`src/rtl/vl_element_sequencer.sv`:
```
// vl_element_sequencer
// Latches the vector length on an accepted start and walks the vector in
// groups of NUMLANES elements, one group per accepted beat, then pulses done.
//
// Ports:
//   clk           clock, all state updates on the rising edge
//   reset         synchronous active-high reset
//   start         begin sequencing (sampled only in IDLE)
//   vl            vector length, sampled on an accepted start
//   stall         downstream not ready; current beat is held
//   busy          high while beats are being issued (RUN)
//   out_valid     beat outputs valid
//   out_elem_base element index of lane 0 for this beat
//   out_lane_en   per-lane enable, bit i set iff base+i < latched vl
//   out_last      final beat of the vector
//   done          one-cycle completion pulse (also for vl==0)
//
// state | meaning
// IDLE  | waiting for start
// RUN   | presenting beats, advancing on out_valid && !stall
// FIN   | done pulse for one cycle, start ignored
module vl_element_sequencer #(
  parameter int NUMLANES     = 8,
  parameter int LOG2NUMLANES = 3,
  parameter int VLWIDTH      = 32,
  parameter int MVL          = 64
) (
  input  logic                clk,
  input  logic                reset,
  input  logic                start,
  input  logic [VLWIDTH-1:0]  vl,
  input  logic                stall,
  output logic                busy,
  output logic                out_valid,
  output logic [VLWIDTH-1:0]  out_elem_base,
  output logic [NUMLANES-1:0] out_lane_en,
  output logic                out_last,
  output logic                done
);

  typedef enum logic [1:0] {
    IDLE = 2'd0,
    RUN  = 2'd1,
    FIN  = 2'd2
  } state_t;

  localparam logic [VLWIDTH:0] MVL_EXT   = (VLWIDTH+1)'(MVL);
  localparam logic [VLWIDTH:0] LANES_EXT = (VLWIDTH+1)'(NUMLANES);

  state_t             state_q, state_d;
  logic [VLWIDTH:0]   base_q, base_d;
  logic [VLWIDTH:0]   vlat_q, vlat_d;
  logic [VLWIDTH:0]   vl_ext;
  logic               last_c;
  logic [NUMLANES-1:0] lane_en_c;
  logic               accept;

  always_ff @(posedge clk) begin
    if (reset) begin
      state_q <= IDLE;
      base_q  <= '0;
      vlat_q  <= '0;
    end else begin
      state_q <= state_d;
      base_q  <= base_d;
      vlat_q  <= vlat_d;
    end
  end

  // Beat contents depend only on registered state, so start/vl/stall
  // never reach the outputs combinationally.
  always_comb begin
    lane_en_c = '0;
    last_c    = 1'b0;
    if (state_q == RUN) begin
      last_c = (base_q + LANES_EXT) >= vlat_q;
      for (int i = 0; i < NUMLANES; i++) begin
        lane_en_c[i] = (base_q + (VLWIDTH+1)'(i)) < vlat_q;
      end
    end
  end

  assign accept = (state_q == RUN) && !stall;

  always_comb begin
    state_d = state_q;
    base_d  = base_q;
    vlat_d  = vlat_q;
    vl_ext  = {1'b0, vl};
    unique case (state_q)
      IDLE: begin
        if (start) begin
          vlat_d  = (vl_ext > MVL_EXT) ? MVL_EXT : vl_ext;
          base_d  = '0;
          state_d = (vl_ext == '0) ? FIN : RUN;
        end
      end
      RUN: begin
        if (accept) begin
          if (last_c) begin
            state_d = FIN;
          end else begin
            base_d = base_q + LANES_EXT;
          end
        end
      end
      FIN: begin
        state_d = IDLE;
      end
      default: begin
        state_d = IDLE;
      end
    endcase
  end

  assign busy          = (state_q == RUN);
  assign out_valid     = (state_q == RUN);
  assign out_elem_base = base_q[VLWIDTH-1:0];
  assign out_lane_en   = lane_en_c;
  assign out_last      = last_c;
  assign done          = (state_q == FIN);

endmodule

```
`config.mk`:
```
export PLATFORM = sky130hd
export DESIGN_NAME = vl_element_sequencer
export DESIGN_NICKNAME = d
export VERILOG_FILES = /design/src/rtl/vl_element_sequencer.sv
export SDC_FILE = /design/constraint.sdc
export NUM_CORES = 1
export LEC_CHECK = 0
export CORE_ASPECT_RATIO = 1.2
export CORE_MARGIN = 5
export CORE_UTILIZATION = 35
export CTS_BUF_LIST = sky130_fd_sc_hd__clkbuf_16
export CTS_CLUSTER_SIZE = 25
export DETAILED_ROUTE_END_ITERATION = 8
export GPL_ROUTABILITY_DRIVEN = 1
export HOLD_SLACK_MARGIN = 0.03
export SLEW_MARGIN = 20
export SYNTH_ARGS = -nofsm -noshare
export SYNTH_HDL_FRONTEND = slang
export SYNTH_SLANG_ARGS = --single-unit
```
`constraint.sdc`:
```
create_clock -name clk -period 3.52 [get_ports clk]
set_input_delay 0.704 -clock clk [delete_from_list [all_inputs] [get_ports clk]]
set_output_delay 0.704 -clock clk [all_outputs]
set_load 0.05 [all_outputs]
```
After elaboration in Yosys (flattened, before gate mapping)

Cells that the tools add are included.

Add/subtract/negate cells: 8
Magnitude comparators: 10
Eq/ne operators: 6
Mux-type cells: 12
Reductions and logical operators: 8

Operator list:

| operator              | number |
|---|---|
| $lt 33x33->1          | 8 |
| $add 33x3->33 const B | 4 |
| $mux 33               | 3 |
| $add 33x2->33 const B | 2 |
| $pmux 33 s2           | 1 |
| $add 33x1->33 const B | 1 |
| $add 33x4->33 const B | 1 |
| $ge 33x33->1          | 1 |
| $gt 32x7->1 const B   | 1 |
| $logic_not 32->1      | 1 |
| $mux 32               | 1 |
| $mux 2                | 4 |
| $mux 8                | 1 |
| $ne 2x1->1 const B    | 2 |
| $ne 2x2->1 const B    | 2 |
| $pmux 2 s2            | 1 |
| $reduce_and 4->1      | 1 |
| $reduce_and 3->1      | 1 |
| $eq 2x1->1 const B    | 1 |
| $eq 2x2->1 const B    | 1 |
| $logic_not 2->1       | 1 |
| $reduce_and 2->1      | 1 |
| $reduce_bool 2->1     | 1 |
| $logic_and 1x1->1     | 1 |
| other kinds (2)       | 2 |

Bits in registers: 68
Word-level logic and storage cells: 47

Depth between registers and ports, before layout

Gate-level depths: netlist of run 1.

Depth in word-level cells: 6
Gate-level depth with buffers: 16
Depth with buffers taken out: 14

Least setup slack after synthesis of run 1

No wires, ideal clock.

Kind: register -> output
Start point: register base_q[3]
End point: output port out_last
Data arrival time: 3.649 ns
Path slack: -0.833 ns
Cell stages (with the launch flop): 14
Cells stage by stage: dfxtp_1 -> ha_1 -> nand3_1 -> nor2_1 -> and3_1 -> nand2_1 -> xnor2_1 -> ha_1 -> nand3_1 -> nor4_1 -> a21oi_4 -> buf_6 -> buf_6 -> nor2_1

Cells in the longest elaborated chain, start to end: 3

Ends and longest elaborated chain:

| element                  | RTL line | source |
|---|---|---|
| start: declaration       | 51       | `logic [VLWIDTH:0] base_q, base_d;` |
| start signal: assignment | 65       | `base_q <= base_d;` |
| $add 33x4->33            | 76       | `last_c = (base_q + LANES_EXT) >= vlat_q;` |
| $ge 33x33->1             | 76       |  |
| $mux 1                   | 75       | `if (state_q == RUN) begin` |
| end: declaration         | 37       | `output logic out_last,` |

No other way between the ends.

Worst setup path after layout of run 1

Start point: register base_q[8]
End point: output port out_last

The elaborated chain is that of the path after synthesis.

==> results of run 1 <==
==> power groups by stage <==
stage	logic, uW	clock network [uW]	registers (uW)
5_1_grt	393	1100	728
4_1_cts	359	1070	729
2_1_floorplan	210	0	745
3_3_place_gp	352	0	745
3_5_place_dp	353	0	745
6_report	370	1040	728
==> per-stage QoR <==
| step | area, sq um | setup WS (ns) |
|---|---|---|
| 6_report | 8736 | -0.2467 |
| 5_1_grt | 8736 | -0.4148 |
| 4_1_cts | 8502 | -0.3121 |
| 3_5_place_dp | 8046 | 0.02154 |
| 3_3_place_gp | 8046 | 0.07108 |
| 2_1_floorplan | 7073 | -0.03041 |
==> metal layers <==
layer  up-vias  share of wire (%)
met4         0                2.9
met1      3175                 44
met5         -                  0
met2       155                 50
met3        40                3.6
li1       3318                  -
==> cells by family (layout without fill, tap and decap cells) <==
logic type               Yosys count  in the layout
AO/OA/AOI/OAI                    199            199
XOR/XNOR                          27             27
adder cells (fa/ha/maj)          119            119
buffers and inverters            170            211
flip-flops                        64             64
multiplexers                      11             11
other                              1              3
AND/OR/NAND/NOR                  309            309
==> path summary, 6_finish.rpt <==
check,to,start
max,out_last,base_q[8]
min,vlat_q[3],vlat_q[3]
max reg2reg,base_q[4],base_q[8]
min reg2reg,vlat_q[3],vlat_q[3]
==> placed cells by master, fill, tap and decap left out, drive strengths merged, types with 41 or more instances in the layout <==
master and count:
a21o 44, dfxtp 64, clkdlybuf4s50 64, nor2 41
buf 82, a21oi 50, ha 119, nor3 52
nand2 78, inv 49
==> cell type report <==
cell class	count	area [sq um]
clock buffer	10	250.2
clock inverter	6	88.84
inverter	49	183.9
fill	2011	10740
tap	261	326.6
sequential	64	1315
multi-input combinational	668	5175
timing repair buffer	146	1396
==> worst reg2reg max path, stage by stage, from the launching register on <==
cell	delay (ns)
dfxtp_2	0.35
nand4_4	0.14
buf_12	0.16
nor3_4	0.23
nand4_1	0.14
nor2_1	0.15
xor2_1	0.22
ha_1	0.28
a21o_1	0.17
a21oi_2	0.13
o311a_1	0.22
nand4b_4	0.13
a21oi_4	0.18
buf_4	0.21
o21ai_2	0.07
buf_4	0.23
a31o_2	0.25
==> state kept, by name, summed over array words and instances (netlist names) <==
signal,count
vlat_q,32
base_q,30
state_q,2
==> timing repair <==
| action | 4_1_cts | 5_1_grt |
|---|---|---|
| gates resized for setup | 19 | 43 |
| setup endpoints to repair | 6 | 31 |
| gates cloned | 0 | 0 |
| pin swaps | 14 | 30 |
| hold endpoints to repair | 0 | 0 |
| buffers inserted | 5 | 5 |
==> reports/metrics.csv, run 1 <==
stage,metric,value,unit
setup_path,Critical Path Max Stage Delay,0.35,ns
cts,Num CTS Buffers,9,
routing,final wirelength,21460,um
logic_synthesis,adder-cell share of the synthesized area,21.64,%
grt,M2 GR Usage,33.24,%
logic_synthesis,post-synth design cell area,6882,sq um
logic_synthesis,Async SR Flop Fraction,0,%
power,clock share of power,48.7,%
hold_path,min-delay worst type,reg2reg,
routing,DR vias,6688,
grt,grt met1 use,23.05,%
setup_path,Worst Path Arrival,3.06,ns
power,Leak Pwr,0.004024,uW
outcome,status,finished with violations,
routing,total iterations of the first detailed-routing run,5,
cts,CTS tree,yes,
outcome,failing checks,setup timing,
setup_path,crit-path cells,nand4_4 -> buf_12 -> nor3_4 -> nand4_1 -> nor2_1 -> xor2_1 -> ha_1 -> a21o_1 -> a21oi_2 -> o311a_1 -> nand4b_4 -> a21oi_4 -> nor2_4 -> buf_8,
sta,slew margin rel.,44.63,%
placement,Inst Count DP,1179,
grt,met3 usage,2.313,%
setup_path,crit path max-delay cell type,dfxtp_2,
logic_synthesis,Mapped Cells,900,
sta,maximum clock frequency,0.2655,GHz
layout,Synth-to-Final Area Change,26.95,%
sta,setup TNS,-0.2467,ns
routing,DR vias/cell,5.555,
routing,number of remaining DRC errors,0,
routing,routed length per placed instance,17.82,um
sta,Tmin final,3.767,ns
floorplan,Chip Width,138,um
layout,share of layout cells above drive strength 1,19.19,%
cts,clock latency on the worst-skew pair,0.36,ns
placement,GP Congestion,0.8809,
placement,number of port buffers,76,
setup_path,Setup crit end kind,output pin,
floorplan,core area,19480,sq um
logic_synthesis,Synth cell types,70,
logic_synthesis,average footprint of a synthesized cell,7.646,sq um
setup_path,Setup Crit Path Kind,reg2out,
sta,fin crit share,107.0,%
setup_path,WP depth,14,
logic_synthesis,Compound-Gate Fraction of Synth Area,19.96,%
floorplan,Starting Density,35.33,%
logic_synthesis,Yosys reg bits,64,
grt,"Remaining Overflow, GRT",0,
power,Sw Ratio,28.66,%
logic_synthesis,Area contributors post-synth,"ha_1, dfxtp_1, a21o_1, nand2_1, clkbuf_1",
sta,"Setup violations, final",1,
floorplan,die area,22580,sq um
power,sequential share of power,34.0,%
setup_path,worst path required time,2.82,ns
setup_path,Top delay family on crit path,simple AND/OR/NAND/NOR gates,
floorplan,Ports,80,
layout,post-route insts no fill,1204,
power,Power Internal,1529,uW
setup_path,Startpoint Class,flop,
setup_path,R2R cell count,16,
power,Psw,614.4,uW
power,Power Total,2144,uW
sta,Layout Skew,0.01715,ns
floorplan,Row Count,56,
sta,Least-Margin Pin Slew,0.8305,ns
setup_path,CP Max Fanout,3,
cts,CTS H-tree lvls,3,
cts,Clock Path Buffers,2,
run,maxcap violations,0,
logic_synthesis,Synthesis Warnings,0,
layout,n_diodes,0,
logic_synthesis,largest area contributor in the netlist,ha_1,
logic_synthesis,largest family of logic cells by synthesized area,simple AND/OR/NAND/NOR gates,
logic_synthesis,simple-gate share of the synthesized area,23.13,%
logic_synthesis,multiplexer share of the synthesized area,1.618,%
power,Gate power share,17.3,%
grt,largest net degree at the start of global routing,32,
logic_synthesis,top cell type's share of synthesized area,21.64,%
power,PwrDens,245.4,nW/um^2
cts,clk slew on worst S/H paths,0.06,ns
grt,initial antenna violation count,0,
routing,Iteration-0 DRC Markers,303,
grt,first-pass GRT wire length,34160,um
cts,Root Driver,clkbuf_16,
sta,fin worst setup slack,-0.2467,ns
setup_path,reg2reg setup slack,0.14,ns
sta,"Hold Vio Cnt, Final",0,
floorplan,die height,163.6,um
layout,fin util,44.85,%
grt,vias in the first global route,6623,
logic_synthesis,most common cell in the netlist,ha_1,
placement,DP Wirelength,16860,um
logic_synthesis,synth cell count leaders,"ha_1, nand2_1, clkbuf_1",
power,peak supply drop,0.2454,mV
hold_path,Hold Crit Depth,2,
grt,gr busiest metal,met2,
grt,Overall Global Routing Usage,18.77,%
sta,fin. max-slew vios,0,
logic_synthesis,Synth Flop Type,dfxtp_1,
sta,worst hold slack,0.5114,ns
layout,Layout Nets,1093,
logic_synthesis,sequential-to-total area share from yosys stat,18.62,%
routing,count of antenna-violating nets left after detailed routing,0,
cts,CTS sink count,64,
logic_synthesis,XOR/XNOR Fraction of Synth Area,3.436,%
sta,RSZ-0062 raised after global routing,yes,
logic_synthesis,Post-synth EDFFs,0,
cts,cts hold-fix bufs,0,
setup_path,Buffers & Inverters on Critical Path,2,
(Power assumes the default switching activity.)
==> run 2, diff against run 1 <==
--- a/config.mk
+++ b/config.mk
@@ -13,7 +13,9 @@
 export DETAILED_ROUTE_END_ITERATION = 8
 export GPL_ROUTABILITY_DRIVEN = 1
 export HOLD_SLACK_MARGIN = 0.03
+export PLACE_DENSITY = 0.64
 export SLEW_MARGIN = 20
 export SYNTH_ARGS = -nofsm -noshare
 export SYNTH_HDL_FRONTEND = slang
 export SYNTH_SLANG_ARGS = --single-unit
+export TNS_END_PERCENT = 1
==> run 2 against run 1 <==
  * The run still ends with setup timing left
  * Critical path depth unchanged
  * Die area unchanged
  * Non-clock buffer count up 2
  * Core utilization down 0.77 points
  * Clock-buffer cell count down 1
  * First-iteration DRC count up 42%
  * Global-route usage down 0.16 points
  * Highest routed layer unchanged
==> reports/metrics.csv, run 2 (synthesis gave the netlist of run 1 again) <==
stage,metric,value,unit
outcome,status,finished with violations,
outcome,failing checks,setup timing,
setup_path,Buffers & Inverters on Critical Path,2,
floorplan,core area,19480,sq um
cts,clock latency on the worst-skew pair,0.36,ns
sta,maximum clock frequency,0.2631,GHz
placement,Inst Count DP,1182,
layout,most frequent cells in the layout,"ha_1, nand2_1, buf_4",
setup_path,worst path required time,2.82,ns
setup_path,Setup crit end kind,output pin,
cts,clk slew on worst S/H paths,0.07,ns
floorplan,Chip Width,138,um
sta,"Setup violations, final",2,
setup_path,Critical Path Max Stage Delay,0.37,ns
grt,Overall Global Routing Usage,18.60,%
power,clock share of power,43.9,%
grt,first-pass GRT wire length,34240,um
layout,"Most flops, register",vlat_q,
routing,count of antenna-violating nets left after detailed routing,0,
routing,DR vias/cell,5.616,
sta,"Hold Vio Cnt, Final",0,
placement,pre-CTS WS,-0.01265,ns
grt,largest net degree at the start of global routing,43,
power,PwrDens,228.1,nW/um^2
cts,Num CTS Buffers,9,
layout,max reg flops,32,
placement,DP Wirelength,16590,um
sta,Layout Skew,0.01087,ns
floorplan,die area,22580,sq um
routing,routed length per placed instance,17.68,um
floorplan,Ports,80,
setup_path,crit-path cells,nand4_1 -> nor4_4 -> buf_4 -> and3_4 -> nand2_2 -> xnor2_1 -> ha_1 -> nand3_4 -> nor3_2 -> a22oi_2 -> nand4b_4 -> a21oi_4 -> nor2_4 -> buf_8,
sta,Tmin final,3.801,ns
grt,vias in the first global route,6685,
hold_path,min-delay worst type,reg2reg,
power,Gate power share,18.9,%
layout,share of layout cells above drive strength 1,18.41,%
routing,Iteration-0 DRC Markers,431,
sta,slew margin rel.,41.43,%
sta,fin worst setup slack,-0.2808,ns
placement,GP Congestion,0.9258,
setup_path,CP Max Fanout,4,
routing,final wirelength,21330,um
power,Leak Pwr,0.003974,uW
setup_path,Setup Crit Path Kind,reg2out,
floorplan,Row Count,56,
grt,initial antenna violation count,0,
power,sequential share of power,37.2,%
setup_path,crit path max-delay cell type,dfxtp_4,
sta,setup TNS,-0.2960,ns
layout,Largest regs,"vlat_q: 32 flops, base_q: 30 flops, state_q: 2 flops",
floorplan,Starting Density,35.33,%
routing,number of remaining DRC errors,0,
sta,Least-Margin Pin Slew,0.8786,ns
layout,post-route insts no fill,1206,
cts,Clock Path Buffers,2,
cts,Root Driver,clkbuf_16,
layout,Layout Nets,1095,
power,Power Internal,1341,uW
cts,CTS tree,yes,
layout,"most common cell after layout, fill and taps aside",ha_1,
layout,Final Instance Area,8586,sq um
power,Psw,617.6,uW
power,peak supply drop,0.1986,mV
placement,placed cell areas,8079,sq um
cts,CTS H-tree lvls,3,
layout,Synth-to-Final Area Change,24.76,%
power,Sw Ratio,31.53,%
placement,number of port buffers,76,
cts,CTS sink count,64,
run,maxcap violations,0,
sta,fin. max-slew vios,0,
sta,RSZ-0062 raised after global routing,yes,
layout,n_diodes,0,
sta,fin crit share,108.0,%
routing,total iterations of the first detailed-routing run,5,
routing,DR vias,6773,
layout,fin util,44.08,%
floorplan,die height,163.6,um
setup_path,Top delay family on crit path,simple AND/OR/NAND/NOR gates,
grt,"Remaining Overflow, GRT",0,
setup_path,Worst Path Arrival,3.10,ns
setup_path,Startpoint Class,flop,
## run 2: final cells by class
cell class | instances | area [sq um]
inverters | 49 | 183.9
clock buffers | 9 | 225.2
flip-flops and latches | 64 | 1316
multi-input cells | 668 | 5082
clock inverters | 7 | 47.55
fillers | 1981 | 10890
well taps | 261 | 326.6
repair buffers | 148 | 1404
## run 2: what timing repair did
action                                  in CTS  in global routing
hold endpoints to repair                     0                  0
buffers inserted                             2                  6
gates cloned                                 0                  0
endpoints found under the setup margin       8                 33
pin swaps                                   11                 19
hold buffers                                 0                  0
gates resized for setup                     19                 26
## run 2: tightest hold or removal path: cells and delay by family (launching register included)
family | cells | cell delay [ns]
flops | 1 | 0.35
mux | 1 | 0.05
simple gates | 1 | 0.06
## run 2: worst paths after layout
check                                 from          to  slack [ns]  depth (start not counted)
worst max-delay path            base_q[18]    out_last       -0.28                         14
worst max register to register  base_q[18]  base_q[15]        0.13                         14
worst min register to register  base_q[19]  base_q[19]        0.50                          2
worst min-delay path            base_q[19]  base_q[19]        0.50                          2
## run 2: metrics by stage
stage          total power (uW)  hold WS (ns)
6_report                   1959        0.4968
5_1_grt                    2019        0.5200
4_1_cts                    1962        0.5235
3_5_place_dp               1101        0.5101
3_3_place_gp               1098        0.4954
2_1_floorplan             954.0        0.4738
## run 2: routing by layer
metal | track usage [%] | share of wire [%] | wire length [um]
met1 | 22.89 | 43 | 9076
met4 | 6.649 | 2.5 | 540
met2 | 32.53 | 49 | 10520
met5 | 0 | 0 | 0
met3 | 3.455 | 5.6 | 1190
## run 2: power groups by stage
stage | clock, uW | combinational, uW | sequential (uW)
2_1_floorplan | 0 | 209 | 745
3_3_place_gp | 0 | 353 | 745
3_5_place_dp | 0 | 355 | 746
4_1_cts | 873 | 360 | 729
5_1_grt | 898 | 392 | 729
6_report | 860 | 371 | 728
